File: config.mk
export PLATFORM = sky130hd
export DESIGN_NAME = shift_vec_ctrl
export DESIGN_NICKNAME = d
export VERILOG_FILES = /design/src/rtl/shift_vec_ctrl.sv
export SDC_FILE = /design/constraint.sdc
export NUM_CORES = 1
export LEC_CHECK = 0
export ABC_AREA = 1
export CORE_MARGIN = 1
export CORE_UTILIZATION = 46
export CTS_BUF_LIST = sky130_fd_sc_hd__clkbuf_8
export CTS_CLUSTER_SIZE = 25
export DETAILED_ROUTE_END_ITERATION = 8
export PLACE_DENSITY = 0.8
export SETUP_SLACK_MARGIN = 0.5
export SYNTH_ARGS = -nofsm -noshare
export SYNTH_HDL_FRONTEND = slang
export SYNTH_SLANG_ARGS = --single-unit
File: constraint.sdc
create_clock -name clk -period 14.1 [get_ports clk]
set_input_delay 2.82 -clock clk [delete_from_list [all_inputs] [get_ports clk]]
set_output_delay 2.82 -clock clk [all_outputs]
set_load 0.01 [all_outputs]
File: src/rtl/shift_vec_ctrl.sv
// Sequences one external 32-bit shifter across LANES vector elements, one lane per cycle,
// collecting results into vec_out and pulsing done when the whole vector is complete.
module shift_vec_ctrl #(
  parameter int unsigned LANES = 4
) (
  input  logic                  clk,
  input  logic                  reset,
  input  logic                  start,
  input  logic [LANES*32-1:0]   vec_in,
  input  logic [LANES-1:0]      lane_mask,
  input  logic [4:0]            shift_amount,
  input  logic [1:0]            type_op,
  output logic [31:0]           sh_in,
  output logic [4:0]            sh_amount,
  output logic [1:0]            sh_type,
  input  logic [31:0]           sh_out,
  output logic                  busy,
  output logic                  done,
  output logic [LANES*32-1:0]   vec_out
);

  localparam int unsigned IDXW = (LANES > 1) ? $clog2(LANES) : 1;
  localparam logic [IDXW-1:0] LAST_IDX = IDXW'(LANES - 1);

  typedef enum logic [1:0] {
    S_IDLE,
    S_RUN,
    S_DONE
  } state_e;

  state_e                state_q, state_d;
  logic [IDXW-1:0]       idx_q, idx_d;
  logic [LANES*32-1:0]   vec_q, vec_d;
  logic [LANES-1:0]      mask_q, mask_d;
  logic [4:0]            amt_q, amt_d;
  logic [1:0]            type_q, type_d;
  logic [LANES*32-1:0]   res_q, res_d;
  logic                  busy_q, busy_d;
  logic                  done_q, done_d;
  logic [31:0]           lane_cur;

  assign lane_cur = vec_q[idx_q*32 +: 32];

  always_comb begin
    state_d   = state_q;
    idx_d     = idx_q;
    vec_d     = vec_q;
    mask_d    = mask_q;
    amt_d     = amt_q;
    type_d    = type_q;
    res_d     = res_q;
    sh_in     = '0;
    sh_amount = '0;
    sh_type   = '0;

    unique case (state_q)
      S_IDLE: begin
        if (start) begin
          vec_d   = vec_in;
          mask_d  = lane_mask;
          amt_d   = shift_amount;
          type_d  = type_op;
          idx_d   = '0;
          state_d = S_RUN;
        end
      end
      S_RUN: begin
        sh_in     = lane_cur;
        sh_amount = amt_q;
        sh_type   = type_q;
        // Masked lanes still take a cycle so latency never depends on the mask.
        res_d[idx_q*32 +: 32] = mask_q[idx_q] ? sh_out : lane_cur;
        if (idx_q == LAST_IDX) begin
          idx_d   = '0;
          state_d = S_DONE;
        end else begin
          idx_d = idx_q + IDXW'(1);
        end
      end
      S_DONE: begin
        state_d = S_IDLE;
      end
      default: begin
        state_d = S_IDLE;
      end
    endcase

    busy_d = (state_d != S_IDLE);
    done_d = (state_d == S_DONE);
  end

  always_ff @(posedge clk or posedge reset) begin
    if (reset) begin
      state_q <= S_IDLE;
      idx_q   <= '0;
      vec_q   <= '0;
      mask_q  <= '0;
      amt_q   <= '0;
      type_q  <= '0;
      res_q   <= '0;
      busy_q  <= 1'b0;
      done_q  <= 1'b0;
    end else begin
      state_q <= state_d;
      idx_q   <= idx_d;
      vec_q   <= vec_d;
      mask_q  <= mask_d;
      amt_q   <= amt_d;
      type_q  <= type_d;
      res_q   <= res_d;
      busy_q  <= busy_d;
      done_q  <= done_d;
    end
  end

  assign busy    = busy_q;
  assign done    = done_q;
  assign vec_out = res_q;

endmodule

==> results of run 1 <==
## cell families (layout without fill, tap and decap cells)
kind of cell	after synthesis	count (layout)	share of synthesized area, %
mux	68	68	6.07
simple gates	771	771	25.9
flops	273	273	54.1
fa+ha+maj	4	4	0.397
compound gates	169	169	6.71
buf+inv	191	507	6.79
other cells	0	2	0
## cell usage after synthesis, types with 30 or more instances
cell | number | area [um^2]
a21oi_1 | 103 | 515
buf_2 | 51 | 255
clkbuf_1 | 30 | 113
dfrtp_1 | 273 | 6830
inv_1 | 77 | 289
mux2_2 | 68 | 766
nand2_1 | 519 | 1950
nand3_1 | 65 | 325
nand4_1 | 97 | 607
nor2_1 | 80 | 300
o21ai_0 | 34 | 170
o21ai_1 | 31 | 155
## cell usage in the layout, fill, tap and decap left out, drive strengths merged
| cell | synthesis | final |
|---|---|---|
| nand2 | 523 | 523 |
| clkdlybuf4s50 | 0 | 342 |
| dfrtp | 273 | 273 |
| a21oi | 103 | 103 |
| nand4 | 97 | 97 |
| inv | 80 | 94 |
| nor2 | 82 | 82 |
| mux2 | 68 | 68 |
| nand3 | 67 | 67 |
| o21ai | 65 | 65 |
| clkbuf | 30 | 53 |
| buf | 81 | 13 |
| clkinv | 0 | 4 |
| ha | 4 | 4 |
| diode | 0 | 2 |
| or2 | 1 | 1 |
| o22ai | 1 | 1 |
| and3 | 1 | 1 |
| clkinvlp | 0 | 1 |
## metrics by stage
step                      hold WS, ns  cells  cell area [um^2]  power, mW
after detailed placement        0.465   2061             16000       3.65
final                           0.481   2135             16900       4.30
after global routing            0.502   2134             16900       4.58
after global placement          0.463   2061             16000       3.59
after CTS                       0.481   2133             16800       4.30
after floorplan                 0.479   1476             12600       2.67
## worst paths after layout
check | start | end | slack, ns | cells after the start
min in group asynchronous | reset | vec_q[6] | 2.80 | 2
worst min-delay path | vec_out[44] | vec_out[44] | 0.48 | 2
worst max-delay path | idx_q[0] | sh_in[19] | 7.70 | 7
worst min register to register | vec_out[44] | vec_out[44] | 0.48 | 2
worst max register to register | idx_q[0] | vec_out[73] | 10.19 | 9
max in group asynchronous | reset | vec_q[20] | 9.67 | 3
## critical path: cells and delay by family, from the launching register on
| family | cells | cell delay, ns |
|---|---|---|
| DFF | 1 | 0.80 |
| and+or+nand+nor | 3 | 0.26 |
| buffers and inverters | 3 | 1.72 |
| AOI/OAI and AO/OA | 1 | 0.16 |
## where the power goes
part	switching, mW	internal [mW]
logic	1.37	0.901
clock network	0.305	0.337
registers	0.230	1.16
total	1.90	2.39
## sequential cells by signal, indices dropped and copies added (netlist names)
name     count
vec_out    128
vec_q      128
amt_q        5
mask_q       4
idx_q        2
state_q      2
type_q       2
busy         1
done         1
## layer usage
metal	up-vias	wire length (um)
li1	5395	-
met3	116	3440
met1	5590	15600
met4	2	1750
met5	-	12
met2	588	19400
## cell type report
type / count / share of cell area [%]
flip-flops and latches: 273 / 40.6
inverters: 80 / 1.86
diodes: 2 / 0.0297
clock buffers: 53 / 4.33
multi-input cells: 1012 / 29.3
well taps: 341 / 2.53
repair buffers: 355 / 20.9
clock inverters: 19 / 0.468
==> reports/qor.yml, run 1 <==
sta:
  worstMarginPinSlew_ns: 1.21
  timing.slew.headroom_pct: 19.0
  fin_tns_setup_ns: 0
  slew_viol_final: 0
  hold_violations: 0
  finalWorstSetupSlack_ns: 7.70
  finalCritPeriodShare_pct: 45.4
  post-route-min-period_ns: 6.40
  grt_setup_unrepaired: "no"
  clock_skew_ns: 0.0245
  fmax_mhz: 156
  setup_viol: 0
yosys:
  synth_warnings: 0
  synthFlopType: "dfrtp_1"
  syn_inst: 1476
  syn_area_um2: 12600
  syn_avg_cell_area_um2: 8.55
  async_reset_ff_share_pct: 100
  yosysUniqueCellTypes: 25
  seq_area_frac_synth_pct: 54.1
  synth_edf_count: 0
  syn-num-nets: 1654
  ys_seq_elements: 273
clock_network:
  cts_tree: "yes"
  cts_buffer_depth: 3
  cts_resized: 0
  cts.htree.levels: 2
  insertion_delay_ns: 0.56
  cts-hold-fix-buffers: 0
  path_clk_slew_ns: 0.06
  cts_setup_buffers: 0
  cts.sinks: 273
  clockRootBuffer: "clkbuf_8"
  cts_buffers: 46
detailed_routing:
  routed_wl_um: 40300
  num_vias: 11691
  drt_iter0_markers: 1110
  via_per_inst: 5.48
  drc: 0
  drt_pass1_iterations: 5
  ant_nets: 0
  wl_per_cell_um: 18.9
grt:
  grt_pass1_vias: 11607
  grt_util_all_layers_pct: 28.7
  met3_usage_pct: 6.83
  use_met1_pct: 35.0
  grt_first_pass_wirelength_um: 63100
  busiest_layer: "met2"
  antenna_found_initial: 3
  grt_use_met2_pct: 47.7
  grt_overflow: 0
  grt_max_degree: 119
power_and_ir_drop:
  powerDensity_nw_per_um2: 255
  power.leakage_nw: 8.27
  vdd_drop_max_v: 0.000121
finish:
  seqCellArea_um2: 6840
  multi_input_area_um2: 4940
  area_growth_pct: 33.5
  fillers: 2249
  fin_util_pct: 62.5
  drive_gt1_share_pct: 8.65
  nets: 1946
die:
  dieHeight_um: 168
  start_util_pct: 46.8
  die-area_um2: 28100
  rows: 60
  die_w_um: 168
  ios: 343
  core-area_um2: 27000
critical_path:
  critical_path_arrival_ns: 3.58
  start_kind: "flip-flop"
  cp_cell_sequence: "inv_4, buf_4, nand2_1, nand2_1, nand2_1, a21oi_1, clkdlybuf4s50_1"
  critPathSlowestCell: "dfrtp_4"
  crit_fanout: 77
  crit_path_end_kind: "output pin"
  cp_slowest_stage_delay_ns: 0.80
  crit_top_cell: "nand2_1"
  cp.required_ns: 11.28
  timing_worst_setup_path_type: "reg -> out"
flow_run:
  maxCapViolations: 0
placed_design:
  gp_congestion: 0.929
  hpwl_um: 27000
  dp_slack_ns: 8.32
  io_buffer_count: 342
min_path:
  hp-class: "reg -> reg"
run_status:
  status: "finished clean"
Note: power is estimated with default switching activity, not from simulation.
==> run 2: changes to the inputs <==
- CORE_UTILIZATION: 46 -> 45
- PLACE_DENSITY: 0.8 -> 0.81
- clock period: 14.1 -> 5.65 ns (I/O delays scaled with it)
==> run 2 against run 1 <==
Against the previous run:
- core utilization grew 0.33 points
- critical endpoint is now sh_in[29]
- total power grew to 2.6 times the previous value
- flip-flop and latch count is the same
- combinational power grew to 2.5 times the previous value
- clock-buffer cell count grew 8
- worst setup slack lost 6.7 ns
- global-route usage shrank 0.25 points
- final area grew 1.7%
==> reports/qor.yml, run 2 (synthesis gave the netlist of run 1 again) <==
run_status:
  status: "finished clean"  # unchanged
critical_path:
  cp.required_ns: 4.52  # was 11.28 ns
  r2r_slack_ns: 1.71  # was 10.19 ns
  rr_worst_depth: 7  # was 9
  start_kind: "flip-flop"  # unchanged
  crit_fanout: 101  # was 77
  critical_path_arrival_ns: 3.50  # was 3.58 ns
  timing_worst_setup_path_type: "reg -> out"  # unchanged
  reg2reg_to: "vec_out[117]"  # was vec_out[73]
  r2r-start: "idx_q[0]"  # unchanged
  crit_path_end_kind: "output pin"  # unchanged
clock_network:
  cts.htree.levels: 2  # unchanged
  clockRootBuffer: "clkbuf_8"  # unchanged
  cts_setup_buffers: 0  # unchanged
  cts_resized: 0  # unchanged
  insertion_delay_ns: 0.55  # was 0.56 ns
  path_clk_slew_ns: 0.06  # about the same
  cts.sinks: 273  # unchanged
  cts_tree: "yes"  # unchanged
  cts-hold-fix-buffers: 0  # unchanged
  cts_buffer_depth: 3  # unchanged
  cts_buffers: 47  # was 46
power_and_ir_drop:
  p_total_mw: 11.1  # was 4.30 mW
  vdd_drop_max_v: 0.000392  # was 0.000121 V
  powerDensity_nw_per_um2: 648  # was 255 nW/um^2
  power.leakage_nw: 8.37  # was 8.27 nW
detailed_routing:
  via_per_inst: 5.41  # was 5.48
  drc: 0  # unchanged
  routed_wl_um: 40900  # was 40300 um
  drt_pass1_iterations: 5  # unchanged
  ant_nets: 0  # unchanged
  wl_per_cell_um: 18.8  # was 18.9 um
  num_vias: 11754  # was 11.7k
  drt_iter0_markers: 1032  # was 1110
min_path:
  holdPathStages: 2  # unchanged
  worstHoldStart: "vec_out[49]"  # was vec_out[44]
  hold_end: "vec_out[49]"  # was vec_out[44]
  hp-class: "reg -> reg"  # unchanged
placed_design:
  placed_cells: 2090  # was 2061
  hpwl_um: 27100  # was 27000 um
  dp_slack_ns: 1.65  # was 8.32 ns
  io_buffer_count: 342  # unchanged
  gp_congestion: 0.870  # was 0.929
sta:
  fmax_mhz: 216
  hold_violations: 0  # unchanged
  finalCritPeriodShare_pct: 81.9
  setup_viol: 0  # unchanged
  worstMarginPinSlew_ns: 1.23  # was 1.21 ns
  finalWorstSetupSlack_ns: 1.02  # was 7.70 ns
  grt_setup_unrepaired: "no"  # unchanged
  slew_viol_final: 0  # unchanged
  timing.slew.headroom_pct: 17.9  # was 19.0%
  clock_skew_ns: 0.0244  # was 0.0245 ns
  fin_tns_setup_ns: 0  # unchanged
  post-route-min-period_ns: 4.63
grt:
  grt_overflow: 0  # unchanged
  grt_pass1_vias: 11570  # about the same
  grt_max_degree: 139  # was 119
  antenna_found_initial: 2  # was 3
  grt_util_all_layers_pct: 28.4  # was 28.7%
  grt_first_pass_wirelength_um: 63100  # about the same
die:
  die_w_um: 169  # was 168 um
  core-area_um2: 27300  # was 27000 um^2
  start_util_pct: 46.3  # was 46.8%
  dieHeight_um: 169  # was 168 um
  rows: 60  # unchanged
  die-area_um2: 28700  # was 28100 um^2
  ios: 343  # unchanged
flow_run:
  maxCapViolations: 0  # unchanged
finish:
  drive_gt1_share_pct: 9.22  # was 8.65%
  layout_commonest_cell: "nand2_1"  # unchanged
  nets: 1946  # unchanged
  final_cell_mix: "518 x nand2_1, 342 x clkdlybuf4s50_1, 271 x dfrtp_1, 103 x a21oi_1, 97 x nand4_1"  # was 518 x nand2_1, 342 x clkdlybuf4s50_1, 272 x dfrtp_1, 103 x a21oi_1, 97 x nand4_1
  area_growth_pct: 35.7  # was 33.5%
  fin_cells: 2174  # was 2135
-- run 2: per-layer routing --
| metal | track usage [%] | routed length [um] | part of all wire [%] | vias up |
|---|---|---|---|---|
| met5 | 0 | 0 | 0 | - |
| met4 | 15.3 | 2220 | 5.4 | 0 |
| met3 | 6.44 | 3340 | 8.2 | 121 |
| met2 | 46.8 | 19600 | 48 | 571 |
| met1 | 34.8 | 15800 | 39 | 5667 |
| li1 | - | - | - | 5395 |
-- run 2: report_power, final --
| part | internal [mW] | total [mW] | leakage, nW | switching, mW |
|---|---|---|---|---|
| clock network | 1.10 | 1.90 | 0.562 | 0.798 |
| logic | 2.27 | 5.76 | 4.42 | 3.49 |
| registers | 2.89 | 3.46 | 3.39 | 0.571 |
-- run 2: final cells by class --
type | count | area, um^2
Sequential cell | 273 | 6840
Tap cell | 372 | 465
Multi-Input combinational cell | 1012 | 4940
Clock inverter | 20 | 161
Fill cell | 2274 | 10100
Inverter | 80 | 310
Clock buffer | 61 | 840
Antenna cell | 2 | 5.00
Timing Repair Buffer | 354 | 3570
-- run 2: worst max-delay path: stages, from the launching register on --
cell	delay (ns)
dfrtp_4	0.70
inv_4	0.93
nand2_1	0.12
nand2_1	0.15
nand2_1	0.08
a21oi_1	0.32
clkdlybuf4s50_1	0.61
-- run 2: per-stage QoR --
stage	hold slack (ns)	cell area, um^2	utilization [%]
after floorplan	0.479	12600	-
after global routing	0.493	17100	62.9
after global placement	0.464	16100	59.1
after detailed placement	0.466	16100	59.1
after CTS	0.487	17100	62.8
final	0.483	17100	62.9
-- run 2: worst max-delay path by stage --
stage	start	to	slack [ns]	cells past startpoint
after floorplan	reset	amt_q[0]	0.91	1
after global placement	idx_q[0]	sh_in[29]	1.68	6
after detailed placement	idx_q[0]	sh_in[29]	1.65	6
after CTS	idx_q[0]	sh_in[29]	1.03	6
after global routing	idx_q[0]	sh_in[29]	0.88	6
final	idx_q[0]	sh_in[29]	1.02	6
==> run 3: changes to the inputs <==
- clock period: 5.65 -> 4.18 ns (I/O delays scaled with it)
==> run 3 against run 2 <==
Against the previous run:
- worst hold slack better by 0.0016 ns
- global-route usage is 0.90 points higher
- critical path depth is 1 higher
- core utilization is 0.38 points higher
- register-to-register slack worse by 0.46 ns
- first-iteration DRC count is 1.1% higher
- flip-flop and latch count stayed put
- critical endpoint is now sh_in[4]
- largest power group unchanged
- highest routed layer unchanged
==> reports/qor.yml, run 3 (synthesis gave the netlist of run 1 again) <==
critical_path:
  crit_start: "idx_q[0]"  # unchanged
  r2r_slack_ns: 1.25  # was 1.71 ns
  crit_fanout: 53  # was 101
  crit_path_end_kind: "output pin"  # unchanged
  rr_worst_depth: 8  # was 7
  crit_end: "sh_in[4]"  # was sh_in[29]
  r2r-start: "idx_q[0]"  # unchanged
  timing_worst_setup_path_type: "reg -> out"  # unchanged
  reg2reg_to: "vec_out[108]"  # was vec_out[117]
  start_kind: "flip-flop"  # unchanged
  cp.required_ns: 3.34  # was 4.52 ns
  critical_path_arrival_ns: 2.62  # was 3.50 ns
finish:
  nets: 1959  # was 1946
  final_cell_mix: "518 x nand2_1, 342 x clkdlybuf4s50_1, 271 x dfrtp_1, 103 x a21oi_1, 97 x nand4_1"  # unchanged
  drive_gt1_share_pct: 9.81  # was 9.22%
  fin_util_pct: 63.3  # was 62.9%
  area_growth_pct: 36.6  # was 35.7%
  layout_commonest_cell: "nand2_1"  # unchanged
power_and_ir_drop:
  powerDensity_nw_per_um2: 862  # was 648 nW/um^2
  p_sw_share_pct: 43.8  # was 43.7%
  p_clk_share_pct: 15.9  # was 17.1%
  p_int_mw: 8.35  # was 6.25 mW
  seq_power_share_pct: 30.8  # was 31.1%
  vdd_drop_max_v: 0.000488  # was 0.000392 V
  p_comb_share_pct: 53.3  # was 51.8%
  p_total_mw: 14.9  # was 11.1 mW
  power.leakage_nw: 8.44  # was 8.37 nW
  switchingPower_mw: 6.51  # was 4.86 mW
flow_run:
  maxCapViolations: 0  # unchanged
detailed_routing:
  wl_per_cell_um: 18.9  # was 18.8 um
  routed_wl_um: 41400  # was 40900 um
  drc: 0  # unchanged
  via_per_inst: 5.34  # was 5.41
  ant_nets: 0  # unchanged
  drt_iter0_markers: 1043  # was 1032
  num_vias: 11707  # was 11.8k
  drt_pass1_iterations: 5  # unchanged
run_status:
  status: "finished clean"  # unchanged
min_path:
  hp-class: "reg -> reg"  # unchanged
sta:
  fmax_mhz: 289
  clock_skew_ns: 0.0265  # was 0.0244 ns
  timing.slew.headroom_pct: 43.5  # was 17.9%
  grt_setup_unrepaired: "no"  # unchanged
  slew_viol_final: 0  # unchanged
  worstMarginPinSlew_ns: 0.845  # was 1.23 ns
  post-route-min-period_ns: 3.46
  finalCritPeriodShare_pct: 82.8
  setup_viol: 0  # unchanged
  hold_violations: 0  # unchanged
die:
  dieHeight_um: 169  # unchanged
  die-area_um2: 28700  # unchanged
  core-area_um2: 27300  # unchanged
  die_w_um: 169  # unchanged
  ios: 343  # unchanged
  rows: 60  # unchanged
  start_util_pct: 46.3  # unchanged
clock_network:
  cts.sinks: 273  # unchanged
  cts-hold-fix-buffers: 0  # unchanged
  cts.htree.levels: 2  # unchanged
  cts_tree: "yes"  # unchanged
  cts_setup_buffers: 0  # unchanged
  cts_resized: 0  # unchanged
  path_clk_slew_ns: 0.07  # was 0.06 ns
  clockRootBuffer: "clkbuf_8"  # unchanged
  insertion_delay_ns: 0.55  # about the same
  cts_buffers: 46  # was 47
  cts_buffer_depth: 3  # unchanged
grt:
  antenna_found_initial: 5  # was 2
  grt_max_degree: 135  # was 139
  grt_overflow: 0  # unchanged
  grt_first_pass_wirelength_um: 65400  # was 63100 um
  grt_pass1_vias: 11929  # was 11.6k
  grt_util_all_layers_pct: 29.3  # was 28.4%
placed_design:
  io_buffer_count: 342  # unchanged
  gp_congestion: 0.889  # was 0.870
  hpwl_um: 28300  # was 27100 um
[run 3: changes by cell type in the layout (fill, tap and decap cells not counted), sizes merged]
cell / delta
inv: +3
buf: +14
clkinv: +2
clkinvlp: -1
diode: +3
bufinv: -3
[run 3: how the worst min path moves through the flow]
stage / start / endpoint / slack, ns / depth (start not counted)
after floorplan: mask_q[1] / mask_q[1] / 0.48 / 1
after global placement: vec_out[51] / vec_out[51] / 0.46 / 2
after detailed placement: vec_out[112] / vec_out[112] / 0.47 / 2
after CTS: vec_out[46] / vec_out[46] / 0.49 / 2
after global routing: vec_out[57] / vec_out[57] / 0.50 / 2
final: vec_out[46] / vec_out[46] / 0.48 / 2
[run 3: power by group through the flow]
stage                     Sequential, mW  Clock, mW  Combinational, mW
after floorplan                     4.67          0               4.32
after global placement              4.55          0               7.75
after detailed placement            4.59          0               7.89
after CTS                           4.57       2.41               7.93
after global routing                4.70       2.53               8.61
final                               4.58       2.36               7.91
[run 3: layer usage]
layer / track usage (%) / part of all wire (%) / up-vias
met3: 6.72 / 8.8 / 120
met1: 36.5 / 39 / 5552
met2: 48.6 / 48 / 595
li1: - / - / 5440
met4: 13.5 / 4.6 / 0
met5: 0 / 0 / -
[run 3: layout make-up]
cell class	instances	area (um^2)
clock inverter	21	85.1
sequential	273	6840
inverter	80	310
clock buffer	61	840
timing repair buffer	368	3740
antenna	5	12.5
multi-input combinational	1012	4940
tap	372	465
fill	2275	10000
[run 3: per-stage QoR]
stage          worst slack (ns)  area [um^2]  TNS [ns]  hold WS, ns  std cells
2_1_floorplan            -0.265        12600    -72.45        0.479       1476
3_3_place_gp               1.30        16300         0        0.465       2105
3_5_place_dp               1.27        16300         0        0.470       2105
4_1_cts                   0.658        17200         0        0.485       2187
5_1_grt                   0.582        17200         0        0.504       2188
6_report                  0.719        17200         0        0.485       2192
[run 3: critical path, cell delays in order, from the launching register on]
cell             delay, ns
dfrtp_4               0.50
inv_4                 0.18
buf_12                0.27
nand2_1               0.08
nand2_1               0.08
nand2_1               0.08
a21oi_1               0.24
clkdlybuf4s50_1       0.59
